**src/rtl/dmux_stream_collector.sv**
```systemverilog
// dmux_stream_collector
//   Valid/ready front-end and per-destination collector around an external
//   pipelined demux. Accepted beats are forwarded to the demux together with
//   their select. A matching tag pipeline follows each beat through the demux
//   latency. When a beat leaves the demux, its slice is captured into the
//   FIFO of its destination. Each FIFO drains through its own valid/ready
//   channel. Per-destination credits count beats in flight plus beats stored,
//   so no FIFO can overflow.
//
// Ports
//   clk, rst    rising-edge clock, asynchronous active-high reset
//   in_valid    upstream beat valid
//   in_ready    upstream beat accepted
//   in_sel      destination index (values >= OUTPUT_COUNT are dropped)
//   in_data     upstream beat payload
//   dmux_sel    select to the demux (mirrors in_sel)
//   dmux_in     data to the demux (in_data on accept, else 0)
//   dmux_out    demux output slices, slice i belongs to destination i
//   out_valid   per-destination head valid
//   out_ready   per-destination consumer ready
//   out_data    per-destination head data
//   err_drop    one-cycle pulse after an out-of-range beat is consumed
module dmux_stream_collector #(
  parameter int unsigned WIDTH        = 1,
  parameter int unsigned OUTPUT_COUNT = 2,
  parameter int unsigned DMUX_LATENCY = 0,
  parameter int unsigned DEPTH        = 2
) (
  input  logic                              clk,
  input  logic                              rst,
  input  logic                              in_valid,
  output logic                              in_ready,
  input  logic [$clog2(OUTPUT_COUNT):0]     in_sel,
  input  logic [WIDTH-1:0]                  in_data,
  output logic [$clog2(OUTPUT_COUNT):0]     dmux_sel,
  output logic [WIDTH-1:0]                  dmux_in,
  input  logic [WIDTH*OUTPUT_COUNT-1:0]     dmux_out,
  output logic [OUTPUT_COUNT-1:0]           out_valid,
  input  logic [OUTPUT_COUNT-1:0]           out_ready,
  output logic [WIDTH*OUTPUT_COUNT-1:0]     out_data,
  output logic                              err_drop
);

  localparam int unsigned SELW = $clog2(OUTPUT_COUNT) + 1;
  localparam int unsigned CW   = $clog2(DEPTH + 1);
  localparam int unsigned PW   = (DEPTH > 1) ? $clog2(DEPTH) : 1;

  logic [CW-1:0]    r_cnt  [OUTPUT_COUNT];
  logic [CW-1:0]    r_occ  [OUTPUT_COUNT];
  logic [PW-1:0]    r_wptr [OUTPUT_COUNT];
  logic [PW-1:0]    r_rptr [OUTPUT_COUNT];
  logic [WIDTH-1:0] r_mem  [OUTPUT_COUNT][DEPTH];
  logic             r_err;

  logic                    w_sel_ok;
  logic                    w_cred_ok;
  logic                    w_accept;
  logic                    w_drop;
  logic                    w_tag_v;
  logic [SELW-1:0]         w_tag_s;
  logic [OUTPUT_COUNT-1:0] w_acc_i;
  logic [OUTPUT_COUNT-1:0] w_wr_i;
  logic [OUTPUT_COUNT-1:0] w_pop_i;

  function automatic logic [PW-1:0] f_inc(input logic [PW-1:0] p);
    return (p == PW'(DEPTH - 1)) ? '0 : p + PW'(1);
  endfunction

  // Per-destination decode is done by comparison loops so that an
  // out-of-range in_sel never indexes past the credit array.
  always_comb begin
    w_sel_ok  = (in_sel < SELW'(OUTPUT_COUNT));
    w_cred_ok = 1'b0;
    for (int unsigned i = 0; i < OUTPUT_COUNT; i++) begin
      if (in_sel == SELW'(i)) w_cred_ok = (r_cnt[i] < CW'(DEPTH));
    end
    in_ready = !rst && (w_sel_ok ? w_cred_ok : 1'b1);
    w_accept = in_valid && in_ready && w_sel_ok;
    w_drop   = in_valid && in_ready && !w_sel_ok;
    dmux_sel = in_sel;
    dmux_in  = w_accept ? in_data : '0;
    err_drop = r_err;

    w_acc_i   = '0;
    w_wr_i    = '0;
    w_pop_i   = '0;
    out_valid = '0;
    out_data  = '0;
    for (int unsigned i = 0; i < OUTPUT_COUNT; i++) begin
      w_acc_i[i]   = w_accept && (in_sel == SELW'(i));
      w_wr_i[i]    = w_tag_v && (w_tag_s == SELW'(i));
      out_valid[i] = (r_occ[i] != '0);
      w_pop_i[i]   = out_valid[i] && out_ready[i];
      out_data[i*WIDTH +: WIDTH] = r_mem[i][r_rptr[i]];
    end
  end

  // Tag pipeline: the tag leaves on the same cycle as its beat leaves the demux.
  if (DMUX_LATENCY == 0) begin : g_tag_comb
    always_comb begin
      w_tag_v = w_accept;
      w_tag_s = in_sel;
    end
  end else begin : g_tag_pipe
    logic            r_tv [DMUX_LATENCY];
    logic [SELW-1:0] r_ts [DMUX_LATENCY];

    always_ff @(posedge clk or posedge rst) begin
      if (rst) begin
        for (int unsigned k = 0; k < DMUX_LATENCY; k++) begin
          r_tv[k] <= 1'b0;
          r_ts[k] <= '0;
        end
      end else begin
        r_tv[0] <= w_accept;
        r_ts[0] <= in_sel;
        for (int unsigned k = 1; k < DMUX_LATENCY; k++) begin
          r_tv[k] <= r_tv[k-1];
          r_ts[k] <= r_ts[k-1];
        end
      end
    end

    always_comb begin
      w_tag_v = r_tv[DMUX_LATENCY-1];
      w_tag_s = r_ts[DMUX_LATENCY-1];
    end
  end

  always_ff @(posedge clk or posedge rst) begin
    if (rst) begin
      r_err <= 1'b0;
      for (int unsigned i = 0; i < OUTPUT_COUNT; i++) begin
        r_cnt[i]  <= '0;
        r_occ[i]  <= '0;
        r_wptr[i] <= '0;
        r_rptr[i] <= '0;
      end
    end else begin
      r_err <= w_drop;
      for (int unsigned i = 0; i < OUTPUT_COUNT; i++) begin
        if (w_wr_i[i])  r_wptr[i] <= f_inc(r_wptr[i]);
        if (w_pop_i[i]) r_rptr[i] <= f_inc(r_rptr[i]);
        r_occ[i] <= r_occ[i] + CW'(w_wr_i[i])  - CW'(w_pop_i[i]);
        r_cnt[i] <= r_cnt[i] + CW'(w_acc_i[i]) - CW'(w_pop_i[i]);
      end
    end
  end

  always_ff @(posedge clk) begin
    for (int unsigned i = 0; i < OUTPUT_COUNT; i++) begin
      if (w_wr_i[i]) r_mem[i][r_wptr[i]] <= dmux_out[i*WIDTH +: WIDTH];
    end
  end

  for (genvar g = 0; g < OUTPUT_COUNT; g++) begin : g_chk
    a_no_overflow: assert property (@(posedge clk) disable iff (rst)
      !(w_wr_i[g] && (r_occ[g] == CW'(DEPTH))));
  end

endmodule

```
**config.mk**
```make
export PLATFORM = sky130hd
export DESIGN_NAME = dmux_stream_collector
export DESIGN_NICKNAME = d
export VERILOG_FILES = /design/src/rtl/dmux_stream_collector.sv
export SDC_FILE = /design/constraint.sdc
export NUM_CORES = 1
export LEC_CHECK = 0
export CORE_MARGIN = 4
export CORE_UTILIZATION = 47
export CTS_CLUSTER_DIAMETER = 100
export DETAILED_ROUTE_END_ITERATION = 8
export PLACE_DENSITY = 0.76
export SLEW_MARGIN = 15
export SYNTH_ARGS = -nofsm -noshare
export SYNTH_HDL_FRONTEND = slang
export SYNTH_SLANG_ARGS = --single-unit
```
**constraint.sdc**
```tcl
create_clock -name clk -period 1.7 [get_ports clk]
set_input_delay 0.34 -clock clk [delete_from_list [all_inputs] [get_ports clk]]
set_output_delay 0.34 -clock clk [all_outputs]
set_load 0.03 [all_outputs]
```
==> results_dict.tcl, run 1 <==
set metrics [dict create \
    finalPower_uw 1810 \
    cts-hold-fix-buffers 0 \
    drc 0 \
    synth-async-reset-ratio_pct 76.5 \
    antennaDiodeCount 0 \
    synth.area.top_cells "dfrtp_1 40%, edfxtp_1 15%, ha_1 9.2%" \
    synth_top_area_share_pct 39.7 \
    final-hold-violation-count 0 \
    tns_ns 0 \
    ios 19 \
    yosysSeqAreaShare_pct 54.4 \
    syn_to_final_growth_pct 44.3 \
    fp.dieW_microns 49.8 \
    startpoint_type "flip-flop" \
    maxSlewHeadroom_pct 79.7 \
    hp-class "in2async" \
    wl_mm 1.42 \
    ys_ff_latch 17 \
    dieArea_sq_um 2480 \
    synth_edf_count 4 \
    grt_pass1_wl_mm 2.54 \
    finalNetCount 108 \
    grtUsageTotal_pct 13.6 \
    setup_violations 0 \
    final-max-slew-violation-count 0 \
    yosysWarnings 0 \
    num_vias 525 \
    timing.hold.ws_ns 0.371 \
    syn_area_sq_um 820 \
    synth_top_area_cell "dfrtp_1" \
    cap_violations 0 \
    drtIter0Drc 6 \
    netlist_top_cells_count "13 x dfrtp_1, 8 x xnor2_1, 6 x ha_1, 6 x nor2_1" \
    fin_worst_skew_ns 0.000694 \
    outcome "complete, no violations" \
    multi_input_area_sq_um 425 \
    p_leak_uw 0.000550 \
    ys_types 18 \
    grt_pass1_vias 543 \
    ant_nets 0 \
    seq_area_sq_um 445 \
    clk_latency_ns 0.28 \
    clock_sinks 17 \
    htreeDepth 1 \
    dp_slack_ns -0.454 \
    finalCriticalPeriod_ns 1.66 \
    syn_nets 76 \
    path_class "reg2reg" \
    grt_max_degree 14 \
    antenna_found_initial 0 \
    cts_inserted_buffers 3 \
    worstPathRequired_ns 1.91 \
    drive_gt1_share_pct 45.1 \
    yosys_most_used_dff "dfrtp_1" \
    setup.worst_path.end_class "flip-flop" \
    syn_area_per_cell_sq_um 13.7 \
    period_share_pct 97.7 \
    yosysMostFrequentCell "dfrtp_1" \
    rows 14 \
    drt-pass1-iter-count 3 \
    routedWlPerCell_microns 13.2 \
    clk_pin_slew_worst_paths_ns 0.09 \
    worst_slew_pin_slew_ns 0.304 \
    worst_slack_ns 0.0396 \
    fmax_mhz 602 \
    portBuffers 18 \
    cts-root-buf "clkbuf_4" \
    synth_cells 60 \
    start_util_pct 52.0 \
    rsz0062_at_grt "yes" \
    critical_path_peak_fanout 2 \
    die_h_microns 49.8 \
    cts_tree "done" \
    coreArea_sq_um 1580 \
    vdd_drop_max_mv 0.884 \
    gp_congestion 0.706 \
    fill_cells 110 \
    cts_buffer_depth 2 \
    grt_overflow 0 \
    cellPowerDensity_nw_per_um2 1530 \
    vias_per_cell 4.91 \
    arrival_ns 1.87 \
]
==> final timing paths <==
kind | to | slack [ns] | cells past startpoint | from
max | r_occ[1]$_DFF_PP0_ | 0.04 | 7 | r_occ[0]$_DFF_PP0_
min | err_drop$_DFF_PP0_ | 0.37 | 4 | rst
max reg2reg | r_occ[1]$_DFF_PP0_ | 0.04 | 7 | r_occ[0]$_DFF_PP0_
min reg2reg | r_rptr[0]$_DFFE_PP0P_ | 0.50 | 1 | r_rptr[0]$_DFFE_PP0P_
max in group asynchronous | r_cnt[0]$_DFF_PP0_ | 1.17 | 4 | rst
min in group clk | err_drop$_DFF_PP0_ | 0.45 | 2 | in_valid
==> cell usage in the layout, fill, tap and decap left out, types with 2 or more instances in the layout <==
master           instances
xor2_1                   2
and2_4                   2
clkdlybuf4s15_1          2
and3_1                   3
clkbuf_4                 3
ha_4                     3
ha_2                     2
xnor2_1                  4
xnor2_2                  6
inv_1                    3
nor2_1                   6
or2_4                    2
dlygate4sd2_1            4
edfxtp_1                 4
clkdlybuf4s50_1          6
buf_4                   14
dfrtp_1                 13
==> where the power goes <==
part,switching [uW],internal (uW)
Clock,118,91.0
Combinational,373,519
Sequential,130,580
==> layer usage <==
metal  share of wire (%)  wire [microns]  track usage (%)
met4                   0               0             6.91
met1                  44             625             17.4
met2                  49             699             20.9
met3                 6.4              91             3.61
met5                   0               0                0
==> state kept, by name (all words and copies together), names as in the netlist <==
register  count
err_drop      1
r_cnt         4
r_mem         4
r_rptr        2
r_wptr        2
r_occ         4
==> layout make-up <==
class	count	share of cell area, %
Timing Repair Buffer	29	21.0
Inverter	4	1.48
Multi-Input combinational cell	37	36.0
Sequential cell	17	37.7
Tap cell	16	1.69
Clock buffer	4	2.22
==> critical path: stages, from the launching register on <==
cell     delay, ns
dfrtp_1       0.42
or2_4         0.27
and2_4        0.15
ha_4          0.27
inv_4         0.04
ha_4          0.15
xnor2_2       0.13
xnor2_1       0.16
==> kinds of logic (layout without fill, tap and decap cells) <==
family | count (synthesis) | after routing | share of synthesized area (%)
multiplexers | 3 | 3 | 3.97
adder cells (fa/ha/maj) | 6 | 6 | 9.16
flip-flops | 17 | 17 | 54.4
XOR/XNOR | 12 | 12 | 14.7
AND/OR/NAND/NOR | 16 | 16 | 14.2
buffers and inverters | 6 | 37 | 3.66
==> through the flow <==
step                cells  cell area, sq um  utilization, %
floorplan              60               825               -
global placement      101              1070            67.7
detailed placement    101              1070            67.7
CTS                   106              1100            70.1
global route          107              1180            75.0
finish                107              1180            75.0
==> repair_timing <==
item,4_1_cts,5_1_grt
setup endpoints to repair,10,6
pin swaps,4,8
hold endpoints to repair,0,0
setup buffers,1,1
gates resized for setup,14,15
(Power assumes the default switching activity.)
==> run 2: changes to the inputs <==
--- a/config.mk
+++ b/config.mk
@@ -5,9 +5,9 @@
 export SDC_FILE = /design/constraint.sdc
 export NUM_CORES = 1
 export LEC_CHECK = 0
-export CORE_MARGIN = 4
 export CORE_UTILIZATION = 47
 export CTS_CLUSTER_DIAMETER = 100
+export CTS_CLUSTER_SIZE = 8
 export DETAILED_ROUTE_END_ITERATION = 8
 export PLACE_DENSITY = 0.76
 export SLEW_MARGIN = 15
==> run 2 against run 1 <==
  * The run now ends with DRC left
  * Sequential power is 0.7% lower
  * Sequential cell count unchanged
  * Critical path depth unchanged
  * Maximum frequency up 0.56%
  * Clock skew is 0.0032 ns higher
  * Combinational power is 6.2% higher
  * Clock-buffer cell count is 1 lower
==> results_dict.tcl, run 2 (synthesized netlist as in run 1, its figures left out) <==
set metrics [dict create \
    clk_pin_slew_worst_paths_ns 0.10 \
    cpMaxStageDelayCell "dfrtp_1" \
    drive_gt1_share_pct 47.3 \
    finalInstanceArea_sq_um 1190 \
    rr_worst_depth 7 \
    grt_overflow 0 \
    syn_to_final_growth_pct 45.2 \
    die_h_microns 43.8 \
    clock_sinks 17 \
    coreArea_sq_um 1560 \
    crit_chain "or2_4 -> and2_4 -> ha_4 -> inv_2 -> ha_2 -> xnor2_2 -> xnor2_1" \
    drc 2 \
    htreeDepth 1 \
    final_common_cell "buf_4" \
    drt-pass1-iter-count 5 \
    grt_max_degree 14 \
    arrival_ns 1.83 \
    vdd_drop_max_mv 1.03 \
    violations "DRC" \
    cts_inserted_buffers 3 \
    setup.worst_path.end_class "flip-flop" \
    gp_congestion 0.684 \
    r2r_slack_ns 0.05 \
    finalCriticalPeriod_ns 1.65 \
    max_stage_delay_ns 0.41 \
    worst-path-buf-inv 1 \
    drtIter0Drc 6 \
    timing.hold.ws_ns 0.376 \
    final-hold-violation-count 0 \
    grtUsageTotal_pct 19.6 \
    cap_violations 0 \
    clk_latency_ns 0.28 \
    antenna_found_initial 0 \
    p_int_uw 1210 \
    cellPowerDensity_nw_per_um2 1560 \
    worst_slew_pin_slew_ns 0.308 \
    outcome "finished, violations left" \
    portBuffers 18 \
    tns_ns 0 \
    dp_hpwl_mm 1.10 \
    final-max-slew-violation-count 0 \
    finalNetCount 110 \
    cts_buffer_depth 2 \
    fmax_mhz 606 \
    routedWlPerCell_microns 14.3 \
    finalPower_uw 1860 \
    cts_tree "done" \
    worstPathRequired_ns 1.88 \
    final_cell_mix "16 x buf_4, 13 x dfrtp_1, 6 x nor2_1, 6 x clkdlybuf4s50_1" \
    swShare_pct 34.8 \
    ant_nets 0 \
    dieArea_sq_um 1910 \
    hp-class "in2async" \
    cpLargestDelayFamily "adder cells" \
    grt_pass1_vias 597 \
    fin_cells 109 \
    ios 19 \
    cts-hold-fix-buffers 0 \
    antennaDiodeCount 0 \
    rows 14 \
    timing.rr.start "r_occ[1]$_DFF_PP0_" \
    cts-root-buf "clkbuf_4" \
    startpoint_type "flip-flop" \
    critical_path_peak_fanout 2 \
    path_class "reg2reg" \
    power_frac_seq_pct 37.9 \
    r2r-end "r_cnt[1]$_DFF_PP0_" \
    dpl-instance-area_sq_um 1070 \
    grt_pass1_wl_mm 2.53 \
    p_leak_uw 0.000557 \
    num_vias 538 \
    numPlacedInstances 101 \
    setup_violations 0 \
    p_sw_uw 647 \
    period_share_pct 97.1 \
    p_comb_share_pct 50.9 \
    maxSlewHeadroom_pct 79.4 \
    fin_worst_skew_ns 0.00388 \
    p_clk_share_pct 11.2 \
    fp.dieW_microns 43.8 \
    vias_per_cell 4.94 \
    wl_mm 1.56 \
    start_util_pct 52.6 \
]
run 2: worst max-delay path by stage:
stage                     startpoint                  to  slack [ns]  depth (start not counted)
5_1_grt           r_occ[3]$_DFF_PP0_  r_occ[3]$_DFF_PP0_       -0.02                          7
4_1_cts        r_rptr[1]$_DFFE_PP0P_         out_data[0]       0.004                          2
6_report          r_occ[1]$_DFF_PP0_  r_cnt[1]$_DFF_PP0_        0.05                          7
3_3_place_gp               in_sel[1]  r_cnt[1]$_DFF_PP0_       -0.44                          8
3_5_place_dp               in_sel[1]  r_cnt[1]$_DFF_PP0_       -0.51                          8
2_1_floorplan     r_occ[3]$_DFF_PP0_  r_occ[3]$_DFF_PP0_        0.02                          7
run 2: power groups by stage:
| stage | Clock (uW) | Sequential (uW) | Combinational, uW |
|---|---|---|---|
| 3_5_place_dp | 0 | 704 | 754 |
| 5_1_grt | 238 | 722 | 1020 |
| 6_report | 208 | 705 | 947 |
| 4_1_cts | 213 | 698 | 812 |
| 3_3_place_gp | 0 | 697 | 719 |
| 2_1_floorplan | 0 | 681 | 531 |
run 2: worst min-delay path, stage by stage:
cell and delay, ns:
dlygate4sd2_1 0.27, buf_4 0.15, inv_1 0.06, buf_4 0.21
run 2: through the flow:
step	utilization, %	worst slack (ns)
floorplan	-	0.0192
global placement	68.5	-0.436
detailed placement	68.5	-0.511
CTS	72.6	0.00375
global route	76.3	-0.0155
finish	76.3	0.0489
run 2: per-layer routing:
metal / vias to the layer above / track usage [%] / part of all wire [%]
met1: 259 / 17.8 / 36
met5: - / 0 / 0
met3: 2 / 5.42 / 5.3
met2: 16 / 39.4 / 58
li1: 261 / - / -
met4: 0 / 7.50 / 0.71
run 2: timing repair:
| item | in CTS | in global routing |
|---|---|---|
| gates cloned | 0 | 0 |
| buffers inserted | 1 | 3 |
| pin swaps | 11 | 12 |
| gates resized for setup | 16 | 11 |
| hold endpoints to repair | 0 | 0 |
| endpoints found under the setup margin | 11 | 6 |
run 2: layout make-up:
cell class	instances	area (sq um)
clock buffer	3	22.5
clock inverter	1	5.00
fill	100	369
inverter	4	15.0
multi-input combinational	37	427
sequential	17	445
tap	16	20.0
timing repair buffer	31	255
==> run 3: changes to the inputs <==
--- a/config.mk
+++ b/config.mk
@@ -14,3 +14,4 @@
 export SYNTH_ARGS = -nofsm -noshare
 export SYNTH_HDL_FRONTEND = slang
 export SYNTH_SLANG_ARGS = --single-unit
+export TNS_END_PERCENT = 30
==> run 3 against run 2 <==
  * The run still ends with DRC left
  * Combinational power decreased by 0.5%
  * Largest cell class unchanged
  * Sequential share of layout area decreased by 0.62 points
  * Wire length decreased by 9.1%
  * Clock skew decreased by 0.0019 ns
  * Final cell count decreased by 0.92%
  * Largest power group unchanged
  * Die area unchanged
  * Global-route usage decreased by 3.7 points
  * Register-to-register slack about the same
==> results_dict.tcl, run 3 (synthesized netlist as in run 1, its figures left out) <==
set metrics [dict create \
    cpLargestDelayFamily "adder cells" \
    cts_buffer_depth 2 \
    routedWlPerCell_microns 13.1 \
    grt_pass1_wl_mm 2.16 \
    cts-root-buf "clkbuf_4" \
    clock_sinks 17 \
    period_share_pct 96.3 \
    vias_per_cell 4.92 \
    num_vias 531 \
    dieArea_sq_um 1910 \
    grtUsageTotal_pct 15.9 \
    fill_cells 104 \
    wl_mm 1.42 \
    portBuffers 18 \
    rsz0062_at_grt "yes" \
    clk_pin_slew_worst_paths_ns 0.10 \
    fmax_mhz 611 \
    timing.hold.ws_ns 0.267 \
    violations "DRC" \
    ios 19 \
    worst_slew_pin_slew_ns 0.311 \
    antennaDiodeCount 0 \
    worst_slack_ns 0.0629 \
    cellPowerDensity_nw_per_um2 1520 \
    final-max-slew-violation-count 0 \
    max_stage_delay_ns 0.42 \
    final-hold-violation-count 0 \
    gp_congestion 0.718 \
    grt_overflow 0 \
    grt_pass1_vias 544 \
    cts_inserted_buffers 3 \
    numPlacedInstances 101 \
    start_util_pct 52.6 \
    crit_top_cell "ha_4" \
    rr_worst_depth 7 \
    tns_ns 0 \
    worstPathRequired_ns 1.90 \
    drc 3 \
    maxSlewHeadroom_pct 79.2 \
    vdd_drop_max_mv 1.05 \
    cpMaxStageDelayCell "dfrtp_1" \
    drtIter0Drc 5 \
    rows 14 \
    setup.worst_path.end_class "flip-flop" \
    final_common_cell "buf_4" \
    antenna_found_initial 0 \
    cap_violations 0 \
    path_class "reg2reg" \
    dp_slack_ns -0.463 \
    fp.dieW_microns 43.8 \
    critical_path_peak_fanout 2 \
    grt_max_degree 14 \
    finalInstanceArea_sq_um 1210 \
    worst-path-buf-inv 1 \
    final_cell_mix "15 x buf_4, 13 x dfrtp_1, 6 x xnor2_2, 6 x nor2_1, 6 x clkdlybuf4s50_1" \
    crit_chain "or2_4 -> and2_4 -> ha_4 -> inv_4 -> ha_4 -> xnor2_2 -> xnor2_1" \
    drt-pass1-iter-count 6 \
    setup_violations 0 \
    drive_gt1_share_pct 46.7 \
    finalNetCount 109 \
    clk_latency_ns 0.28 \
    die_h_microns 43.8 \
    fin_worst_skew_ns 0.00198 \
    fin_cells 108 \
    ant_nets 0 \
    cts_tree "done" \
    dpl-instance-area_sq_um 1060 \
    syn_to_final_growth_pct 47.6 \
    p_leak_uw 0.000581 \
    multi_input_area_sq_um 442 \
    hp-class "in2async" \
    startpoint_type "flip-flop" \
    arrival_ns 1.84 \
    coreArea_sq_um 1560 \
    htreeDepth 1 \
    outcome "finished, violations left" \
    seq_area_sq_um 445 \
    finalCriticalPeriod_ns 1.64 \
    cp.depth 7 \
]
## run 3: cell type report
| cell class | instances | share of cell area [%] |
|---|---|---|
| Clock buffer | 3 | 1.86 |
| Clock inverter | 1 | 0.414 |
| Inverter | 4 | 1.45 |
| Tap cell | 16 | 1.65 |
| Timing Repair Buffer | 30 | 21.3 |
| Multi-Input combinational cell | 37 | 36.5 |
| Sequential cell | 17 | 36.8 |
## run 3: stage by stage
step | util (%) | power, uW
after floorplan | - | 1200
after global placement | 68.3 | 1400
after detailed placement | 68.3 | 1430
after CTS | 70.0 | 1620
after global routing | 77.6 | 1970
final | 77.6 | 1840
## run 3: path summary, 6_finish.rpt
check | startpoint | end | slack, ns
setup / recovery | r_occ[3]$_DFF_PP0_ | r_occ[3]$_DFF_PP0_ | 0.06
hold / removal | rst | err_drop$_DFF_PP0_ | 0.27
setup reg to reg | r_occ[3]$_DFF_PP0_ | r_occ[3]$_DFF_PP0_ | 0.06
hold reg to reg | r_rptr[0]$_DFFE_PP0P_ | r_rptr[0]$_DFFE_PP0P_ | 0.48
max in group asynchronous | rst | r_cnt[1]$_DFF_PP0_ | 1.27
min in group clk | in_valid | err_drop$_DFF_PP0_ | 0.35
## run 3: power by group
group	leakage (uW)	switching (uW)	internal, uW	total (uW)
clock	0.0000177	119	87.1	206
sequential	0.000190	116	580	696
combinational	0.000373	399	542	942
## run 3: worst register-to-register path: stages, from the launching register on
cell and delay (ns):
dfrtp_1 0.42, or2_4 0.24, and2_4 0.15, ha_4 0.27, inv_4 0.04, ha_4 0.15
xnor2_2 0.13, xnor2_1 0.16
## run 3: repair_timing
item / 4_1_cts / 5_1_grt
pin swaps: 1 / 15
endpoints found under the setup margin: 10 / 11
gates resized for setup: 7 / 22
buffers inserted: 0 / 3
hold buffers: 0 / 0
## run 3: per-layer routing
layer	up-vias	track usage (%)	wire [microns]
met1	255	18.0	551
met4	0	7.50	0
met2	16	28.4	780
met5	-	0	0
li1	260	-	-
met3	0	3.33	83
